--- src/rtl/vme_cmd_responder.sv ---
// VME command responder: decodes a tagged read/write command, runs one register-bus
// transaction and returns a one-cycle response. Optional bus timeout: VME_RESP_TIMEOUT_EN.
module vme_cmd_responder #(
  parameter logic [7:0] DEV_TAG        = 8'hA8,
  parameter int         TIMEOUT_CYCLES = 255
) (
  input  logic        clk,
  input  logic        rst_n,
  input  logic        start,
  input  logic [31:0] vme_cmd_reg,
  input  logic [31:0] vme_dat_reg_in,
  output logic        vme_cmd_rd,
  output logic        vme_dat_wr,
  output logic [31:0] vme_dat_reg_out,
  output logic [15:0] bus_addr,
  output logic [15:0] bus_wdata,
  output logic        bus_we,
  output logic        bus_re,
  input  logic [15:0] bus_rdata,
  input  logic        bus_ack,
  output logic [15:0] cmd_count,
  output logic [15:0] err_count,
  output logic [1:0]  dbg_state
);

  typedef enum logic [1:0] {
    S_IDLE = 2'd0,
    S_BUS  = 2'd1,
    S_RESP = 2'd2
  } state_t;

  state_t      state_q, state_d;
  logic        cmd_rd_q, cmd_rd_d;
  logic        dat_wr_q, dat_wr_d;
  logic [31:0] dat_out_q, dat_out_d;
  logic [15:0] addr_q, addr_d;
  logic [15:0] wdata_q, wdata_d;
  logic        rd_flag_q, rd_flag_d;
  logic        re_q, re_d;
  logic        we_q, we_d;
  logic [15:0] cmd_cnt_q, cmd_cnt_d;
  logic [15:0] err_cnt_q, err_cnt_d;
  logic        cmd_valid;

`ifdef VME_RESP_TIMEOUT_EN
  localparam logic [7:0] TMO_LAST = 8'(TIMEOUT_CYCLES - 1);
  logic [7:0] tmo_q, tmo_d;
`else
  logic [7:0] unused_tmo;
  assign unused_tmo = 8'(TIMEOUT_CYCLES);
`endif

  logic unused_bits;
  assign unused_bits = ^{vme_cmd_reg[31:26], vme_dat_reg_in[31:16]};

  // Handshake: a command is taken at any edge where start=1 and vme_cmd_rd=1;
  // vme_dat_wr is a single-cycle strobe with vme_dat_reg_out valid alongside it.
  assign cmd_valid = (vme_cmd_reg[23:16] == DEV_TAG) && (vme_cmd_reg[25] ^ vme_cmd_reg[24]);

  always_comb begin
    state_d   = state_q;
    cmd_rd_d  = cmd_rd_q;
    dat_wr_d  = 1'b0;
    dat_out_d = dat_out_q;
    addr_d    = addr_q;
    wdata_d   = wdata_q;
    rd_flag_d = rd_flag_q;
    re_d      = re_q;
    we_d      = we_q;
    cmd_cnt_d = cmd_cnt_q;
    err_cnt_d = err_cnt_q;
`ifdef VME_RESP_TIMEOUT_EN
    tmo_d     = 8'd0;
`endif
    case (state_q)
      S_IDLE: begin
        if (start && cmd_rd_q) begin
          cmd_rd_d  = 1'b0;
          addr_d    = vme_cmd_reg[15:0];
          wdata_d   = vme_dat_reg_in[15:0];
          rd_flag_d = vme_cmd_reg[25];
          cmd_cnt_d = cmd_cnt_q + 16'd1;
          if (cmd_valid) begin
            state_d = S_BUS;
            re_d    = vme_cmd_reg[25];
            we_d    = vme_cmd_reg[24];
          end else begin
            state_d   = S_RESP;
            dat_wr_d  = 1'b1;
            dat_out_d = {16'hDEAD, vme_cmd_reg[15:0]};
            err_cnt_d = err_cnt_q + 16'd1;
          end
        end
      end
      S_BUS: begin
        if (bus_ack) begin
          re_d      = 1'b0;
          we_d      = 1'b0;
          state_d   = S_RESP;
          dat_wr_d  = 1'b1;
          dat_out_d = rd_flag_q ? {16'h0000, bus_rdata} : {16'h0000, wdata_q};
        end
`ifdef VME_RESP_TIMEOUT_EN
        else if (tmo_q == TMO_LAST) begin
          re_d      = 1'b0;
          we_d      = 1'b0;
          state_d   = S_RESP;
          dat_wr_d  = 1'b1;
          dat_out_d = {16'hBEEF, addr_q};
          err_cnt_d = err_cnt_q + 16'd1;
        end else begin
          tmo_d = tmo_q + 8'd1;
        end
`endif
      end
      S_RESP: begin
        state_d  = S_IDLE;
        cmd_rd_d = 1'b1;
      end
      default: begin
        state_d  = S_IDLE;
        cmd_rd_d = 1'b1;
        re_d     = 1'b0;
        we_d     = 1'b0;
      end
    endcase
  end

  always_ff @(posedge clk) begin
    if (!rst_n) begin
      state_q   <= S_IDLE;
      cmd_rd_q  <= 1'b1;
      dat_wr_q  <= 1'b0;
      dat_out_q <= 32'd0;
      addr_q    <= 16'd0;
      wdata_q   <= 16'd0;
      rd_flag_q <= 1'b0;
      re_q      <= 1'b0;
      we_q      <= 1'b0;
      cmd_cnt_q <= 16'd0;
      err_cnt_q <= 16'd0;
`ifdef VME_RESP_TIMEOUT_EN
      tmo_q     <= 8'd0;
`endif
    end else begin
      state_q   <= state_d;
      cmd_rd_q  <= cmd_rd_d;
      dat_wr_q  <= dat_wr_d;
      dat_out_q <= dat_out_d;
      addr_q    <= addr_d;
      wdata_q   <= wdata_d;
      rd_flag_q <= rd_flag_d;
      re_q      <= re_d;
      we_q      <= we_d;
      cmd_cnt_q <= cmd_cnt_d;
      err_cnt_q <= err_cnt_d;
`ifdef VME_RESP_TIMEOUT_EN
      tmo_q     <= tmo_d;
`endif
    end
  end

  assign vme_cmd_rd      = cmd_rd_q;
  assign vme_dat_wr      = dat_wr_q;
  assign vme_dat_reg_out = dat_out_q;
  assign bus_addr        = addr_q;
  assign bus_wdata       = wdata_q;
  assign bus_re          = re_q;
  assign bus_we          = we_q;
  assign cmd_count       = cmd_cnt_q;
  assign err_count       = err_cnt_q;
  assign dbg_state       = state_q;

endmodule

--- config.mk ---
export PLATFORM = sky130hd
export DESIGN_NAME = vme_cmd_responder
export DESIGN_NICKNAME = d
export VERILOG_FILES = /design/src/rtl/vme_cmd_responder.sv
export SDC_FILE = /design/constraint.sdc
export NUM_CORES = 1
export LEC_CHECK = 0
export BUFFER_PORTS_ARGS = -buffer_cell sky130_fd_sc_hd__buf_2
export CORE_UTILIZATION = 50
export DETAILED_ROUTE_END_ITERATION = 10
export PLACE_DENSITY = 0.85
export SYNTH_ARGS = -nofsm -noshare
export SYNTH_HDL_FRONTEND = slang
export SYNTH_SLANG_ARGS = --single-unit
--- constraint.sdc ---
create_clock -name clk -period 3 [get_ports clk]
set_input_delay 0.3 -clock clk [delete_from_list [all_inputs] [get_ports clk]]
set_output_delay 0.3 -clock clk [all_outputs]
set_load 0.005 [all_outputs]
==> results of run 1 <==
[layout make-up]
class                   count  area (µm²)  area share, %
multi-input cells         344        2010           40.4
flip-flops and latches     88        1760           35.4
repair buffers            166         851           17.1
clock buffers              12         135           2.72
well taps                 102         128           2.57
clock inverters             3        67.6           1.36
inverters                   5        18.8          0.378
[per-stage QoR]
stage               hold slack (ns)  total power, W
floorplan                     0.436         0.00150
global placement              0.441         0.00164
detailed placement            0.445         0.00166
CTS                           0.175         0.00251
global route                  0.185         0.00261
finish                        0.186         0.00249
[synth_stat cells (9+ instances only)]
cell and n:
a21oi_1 50, buf_4 15, clkbuf_1 33, dfxtp_1 88
mux2i_1 22, nand2_1 102, nand3_1 9, nand4_1 26
nor2_1 14, o211ai_1 16, o21ai_0 24
[worst paths after layout]
check	startpoint	endpoint	slack, ns	cells past startpoint
worst min-delay path	vme_dat_reg_in[11]	bus_wdata[11]	0.19	3
worst max register to register	dbg_state[1]	err_count[14]	0.99	5
worst max-delay path	dbg_state[1]	err_count[14]	0.99	5
worst min register to register	bus_addr[3]	bus_addr[3]	0.46	2
[worst reg2reg max path, cell delays in order (launching register included)]
cell	delay, ns
dfxtp_1	0.42
nor4bb_4	0.48
o31ai_4	0.13
buf_4	0.25
or4_1	0.52
a21oi_1	0.14
[layer usage]
metal | vias to the layer above | part of all wire [%] | GRT usage, %
li1 | 1955 | - | -
met1 | 1839 | 44 | 32.9
met2 | 167 | 48 | 41.7
met3 | 7 | 6.9 | 5.36
met4 | 0 | 0.92 | 7.14
met5 | - | 0 | 0
[logic make-up (layout without fill, tap and decap cells)]
| logic type | after synthesis | in the layout | share of synthesized area, % |
|---|---|---|---|
| compound gates | 105 | 105 | 15.3 |
| xor+xnor | 12 | 12 | 2.63 |
| fa+ha+maj | 2 | 2 | 0.627 |
| buf+inv | 55 | 186 | 6.62 |
| flops | 88 | 88 | 44.2 |
| mux | 22 | 22 | 5.52 |
| other cells | 1 | 5 | 0.0940 |
| simple gates | 198 | 198 | 25.1 |
[flip-flops by register name (all words and copies together) (netlist names)]
register and cells:
err_count 16, cmd_count 16, vme_dat_wr 1, rd_flag_q 1, bus_re 1, vme_cmd_rd 1
bus_we 1, bus_addr 16, vme_dat_reg_out 17, bus_wdata 16, dbg_state 2
[power by group through the flow]
stage | Sequential, W | Combinational (W) | Clock (W)
6_report | 0.00128 | 0.000347 | 0.000863
5_1_grt | 0.00129 | 0.000385 | 0.000932
4_1_cts | 0.00128 | 0.000349 | 0.000877
3_5_place_dp | 0.00131 | 0.000348 | 0
3_3_place_gp | 0.00130 | 0.000339 | 0
2_1_floorplan | 0.00130 | 0.000200 | 0
==> implementation parameters, run 1 <==
Parameter                              Value

Run status
  Status    complete, no violations

Power and ir drop
  Cell-internal power    roughly 0.0018 W
  Static Leakage    between 2 and 2.5 nW
  Share of total power consumed by net switching    about a quarter
  Fraction of power consumed by the clock network    between 30% and 40%
  Net load switching power    ~0.00064 W
  Pwr dens    501 nW/µm²
  Worst voltage drop across the vdd grid    roughly 0.00030 V
  Fraction of power consumed by combinational cells    ~14%
  Seq pwr share    between 50% and 60%

Clocking
  Cell chosen for the clock root    clkbuf_8
  CTS Buf Count    9
  Hold buffer count at CTS    0
  Clock tree from TritonCTS    built
  Clock sinks    a little under 90
  Resized cells post-CTS    0
  Maximum buffer depth of the clock tree    2
  # H-tree levels    3
  Total setup buffers inserted after CTS    0
  Clock latency of the later-clocked register in the worst-skew pair    approximately 0.35 ns
  Post-CTS clock slew at the launch and capture registers of the worst setup and hold paths    0.09 ns

Worst setup path
  Largest incremental delay on the critical path    0.52 ns
  Peak fanout along the critical path    25
  Data arrival time of the worst path    between 2 and 2.5 ns
  CP Buf/Inv Count    1
  Slowest stage cell, crit path    or4_1
  Kind of critical path    reg -> reg
  Kind of end point of the critical path    register
  Worst path cell trace    nor4bb_4 -> o31ai_4 -> buf_4 -> or4_1 -> a21oi_1
  CP startpoint kind    register
  Required time of the critical path    about 3.3 ns
  Top cell family by delay on the critical path    simple AND/OR/NAND/NOR gates

STA
  Headroom to the max-slew limit    around 36%
  Final setup viols    0
  Worst-margin pin slew    0.956 ns
  Maximum clock frequency    around 0.5 GHz
  Setup slack of the critical path after layout    about 0.99 ns
  Final hold violations    0
  Minimum clock period    about 2.0 ns
  Final total negative setup slack    0 ns
  Setup repair after global routing missed its margin    no
  Final slew viol count    0
  Post-route clock period utilization    roughly 67%
  Clock skew after layout    a little under 0.01 ns

Worst hold path
  Hold crit path type    in -> reg

Layout
  Most common cell after layout, fill and taps aside    buf_2
  Post-Layout Inst Area    4970 µm²
  N_diodes    0
  Layout cell share with drive strength beyond 1    between 30% and 40%
  Post-route core utilization    between 60% and 70%
  Top library cells by usage in the layout, fill and taps aside    158 x buf_2, 102 x nand2_1, 88 x dfxtp_1
  Count of filler cells inserted in the layout    682
  Final net count    700
  Syn-to-layout area delta    24.6%
  Final std cells w/o fill    720

Die
  Std-Cell Core Area    7730 µm²
  Die area    8340 µm²
  Number of I/O pins    186
  Initial Utilization    between 50% and 60%
  Std-Cell Rows    32
  DIE WIDTH    91.3 µm
  Die Y    ~91 µm

Synth
  Synthesized area divided by synthesized cell count    between 8 and 9 µm²
  Proportion of synthesized flip-flops having asynchronous set or reset    0%
  Area share of the leading cell type in the synthesized netlist    roughly 44%
  Ys Warns    0
  Post-synth design cell area    3990 µm²
  Library cell occupying the most area in the post-synthesis netlist    dfxtp_1
  Number of enable flip-flop cells after synthesis    0
  Number of cells produced by synthesis    483
  Register bit total from synthesis    between 80 and 90
  Flip-flop cell with the highest count after synthesis    dfxtp_1
  Proportion of synthesized chip area in sequential cells    44.2%
  Count of distinct cell types in the synthesized netlist    45
  Leading cell types by total area after synthesis    dfxtp_1 44%, nand2_1 9.6%, a21oi_1 6.3%

GRT
  Total global-route track usage    roughly a quarter
  Antenna violations before repair    0
  Remaining Overflow, GRT    0
  Pin count of the biggest net entering global routing    between 40 and 50
  Via count of the first global-routing pass    3586
  Global-route wire length before repair    approximately 17000 µm

Routing
  Number of violations reported at the end of detailed-routing iteration 0    186
  Post-detailed-route DRC marker count    0
  Routed wire length    roughly 11000 µm
  Detailed-route wire length per cell    between 10 and 15 µm
  Vias per std cell    about 5.5
  Number of detailed-routing iterations run before antenna repair    4
  Post-DRT Antenna Nets    0
  Number of vias after detailed routing    just under 4000

Placed design
  Count of placed standard cells including taps    ~700
  Number of buffer cells added on primary ports    roughly 160
  Placed instance area    between 4000 and 5000 µm²
  Routability Congestion    around 0.86
  Setup slack at placement    about 0.73 ns
  Placed wire-length estimate    ~7600 µm

Run
  Total of max-cap violations    0
(Power assumes the default switching activity.)
==> inputs of run 2 (changes only) <==
--- a/config.mk
+++ b/config.mk
@@ -6,9 +6,9 @@
 export NUM_CORES = 1
 export LEC_CHECK = 0
 export BUFFER_PORTS_ARGS = -buffer_cell sky130_fd_sc_hd__buf_2
-export CORE_UTILIZATION = 50
+export CORE_UTILIZATION = 42
 export DETAILED_ROUTE_END_ITERATION = 10
-export PLACE_DENSITY = 0.85
+export PLACE_DENSITY = 0.76
 export SYNTH_ARGS = -nofsm -noshare
 export SYNTH_HDL_FRONTEND = slang
 export SYNTH_SLANG_ARGS = --single-unit
==> constraint.sdc (replaced) <==
create_clock -name clk -period 1.7 [get_ports clk]
set_input_delay 0.17 -clock clk [delete_from_list [all_inputs] [get_ports clk]]
set_output_delay 0.17 -clock clk [all_outputs]
set_load 0.005 [all_outputs]
==> run 2 against run 1 <==
  * Cell count increased by 11%
  * The run now ends with setup timing left
  * Clock skew increased by 0.0040 ns
  * Sequential share of layout area decreased by 3.5 points
  * Total power increased by 78%
  * Worst hold slack got worse by 0.15 ns
  * Wire length increased by 12%
  * Sequential power increased by 76%
  * Non-clock buffer count increased by 52
  * Count of clock-buffer cells in the layout decreased by 2
  * Critical path type unchanged
  * Via count increased by 5.4%
  * Die area increased by 19%
  * Sequential cell count unchanged
==> implementation parameters, run 2 (synthesized netlist as in run 1, its figures left out) <==
Parameter                              Value

Run status
  Status    finished with violations
  Failing checks    setup timing

Routing
  Number of vias after detailed routing    between 4000 and 5000
  Number of violations reported at the end of detailed-routing iteration 0    ~150
  Number of detailed-routing iterations run before antenna repair    4
  Post-DRT Antenna Nets    0
  Vias per std cell    roughly 5.2
  Routed wire length    ~12000 µm
  Post-detailed-route DRC marker count    0
  Detailed-route wire length per cell    14.8 µm

Layout
  Flip-flop and latch area    approximately 1800 µm²
  Top library cells by usage in the layout, fill and taps aside    157 x buf_2, 101 x nand2_1, 84 x dfxtp_1
  Post-route core utilization    between 50% and 60%
  Syn-to-layout area delta    38.8%
  Layout cell share with drive strength beyond 1    between 30% and 40%
  Most common cell after layout, fill and taps aside    buf_2
  Final net count    around 750
  Combined area of the multi-input logic cells    roughly 2100 µm²
  Count of filler cells inserted in the layout    ~800
  Largest register FFs    17
  N_diodes    0

Clocking
  Cell chosen for the clock root    clkbuf_8
  Clock latency of the later-clocked register in the worst-skew pair    ~0.36 ns
  CTS Buf Count    9
  Clock tree from TritonCTS    built
  Maximum buffer depth of the clock tree    2
  # H-tree levels    3
  Hold buffer count at CTS    0
  Clock sinks    between 80 and 90
  Post-CTS clock slew at the launch and capture registers of the worst setup and hold paths    roughly 0.1 ns

Worst setup path
  Data arrival time of the worst path    slightly below 2 ns
  Required time of the critical path    1.98 ns
  CP startpoint kind    register
  Kind of critical path    reg -> reg
  Peak fanout along the critical path    6
  Slowest stage cell, crit path    dfxtp_4
  Kind of end point of the critical path    register
  Largest incremental delay on the critical path    approximately 0.38 ns
  Worst path most repeated cell    buf_4
  Worst path cell trace    nor4bb_4 -> buf_4 -> o311ai_2 -> buf_4 -> or3_4 -> a21oi_2

GRT
  Global-route wire length before repair    roughly 18000 µm
  Antenna violations before repair    0
  Via count of the first global-routing pass    3805
  Remaining Overflow, GRT    0
  Pin count of the biggest net entering global routing    39
  Total global-route track usage    between 20% and 30%

STA
  Final hold violations    0
  Setup repair after global routing missed its margin    yes
  Post-route clock period utilization    101%
  Worst-margin pin slew    between 0.5 and 0.6 ns
  Clock skew after layout    approximately 0.014 ns
  Minimum clock period    1.71 ns
  Headroom to the max-slew limit    66.1%
  Final setup viols    4
  Smallest hold slack    between 0.03 and 0.04 ns
  Setup slack of the critical path after layout    -0.00926 ns
  Final slew viol count    0
  Maximum clock frequency    a little under 0.6 GHz

Power and ir drop
  Pwr dens    800 nW/µm²
  Worst voltage drop across the vdd grid    0.000439 V
  Static Leakage    between 2 and 2.5 nW

Worst hold path
  Hold crit path type    in -> reg

Die
  Die Y    approximately 100 µm
  Std-Cell Rows    35
  Number of I/O pins    ~190
  DIE WIDTH    about 99 µm
  Initial Utilization    a little over two fifths
  Std-Cell Core Area    9240 µm²
  Die area    between 9000 and 10000 µm²

Placed design
  Routability Congestion    roughly 0.86
  Placed wire-length estimate    8530 µm
  Number of buffer cells added on primary ports    158

Run
  Total of max-cap violations    0
==> run 2: cell types whose count changed in the layout (fill, tap and decap cells not counted), sizes merged <==
cell	previous run	this run
buf	166	216
bufinv	2	0
clkinv	0	2
inv	5	7
clkbuf	12	11
clkdlybuf4s15	0	1
clkinvlp	1	2
==> run 2: cell type report <==
| cell class | count | area share, % |
|---|---|---|
| multi-input cells | 344 | 37.4 |
| flip-flops and latches | 88 | 32.0 |
| repair buffers | 218 | 23.9 |
| well taps | 129 | 2.92 |
| clock buffers | 10 | 2.49 |
| clock inverters | 6 | 0.949 |
| inverters | 5 | 0.339 |
==> run 2: worst max-delay path, delay by kind of cell (launching register included) <==
kind	cells	cell delay, ns
buf+inv	2	0.37
compound gates	2	0.25
simple gates	2	0.65
flops	1	0.38
==> run 2: report_power, final <==
group	internal, W	total (W)	switching, W	leakage (nW)
Clock	0.000592	0.00141	0.000818	0.0910
Sequential	0.00217	0.00225	0.0000800	0.719
Combinational	0.000375	0.000770	0.000395	1.62
==> run 2: what timing repair did <==
action / in CTS / in global routing
endpoints found under the setup margin: 17 / 39
gates resized for setup: 4 / 25
gates cloned: 0 / 2
setup buffers: 5 / 6
pin swaps: 5 / 16
==> run 2: worst paths after layout <==
| kind | from | cells past startpoint | endpoint | slack, ns |
|---|---|---|---|---|
| worst min register to register | bus_addr[3] | 2 | bus_addr[3] | 0.46 |
| worst max-delay path | dbg_state[1] | 6 | err_count[12] | -0.009 |
| worst max register to register | dbg_state[1] | 6 | err_count[12] | -0.009 |
| worst min-delay path | vme_dat_reg_in[13] | 3 | bus_wdata[13] | 0.04 |
==> run 2: layer usage <==
metal,wire (µm),GRT usage [%]
met1,5270,31.0
met2,5590,38.0
met3,743,4.08
met4,228,8.60
met5,0,0
==> run 2: metrics by stage <==
step | power [W] | TNS, ns | cell area [µm²] | setup slack [ns] | cells
final | 0.00443 | -0.0162 | 5540 | -0.00926 | 800
after global routing | 0.00465 | -0.621 | 5540 | -0.109 | 800
after CTS | 0.00441 | -0.357 | 5370 | -0.0618 | 792
after detailed placement | 0.00299 | -4.08 | 5130 | -0.356 | 772
after global placement | 0.00296 | -3.66 | 5130 | -0.298 | 772
after floorplan | 0.00265 | -1.61 | 4010 | -0.188 | 487
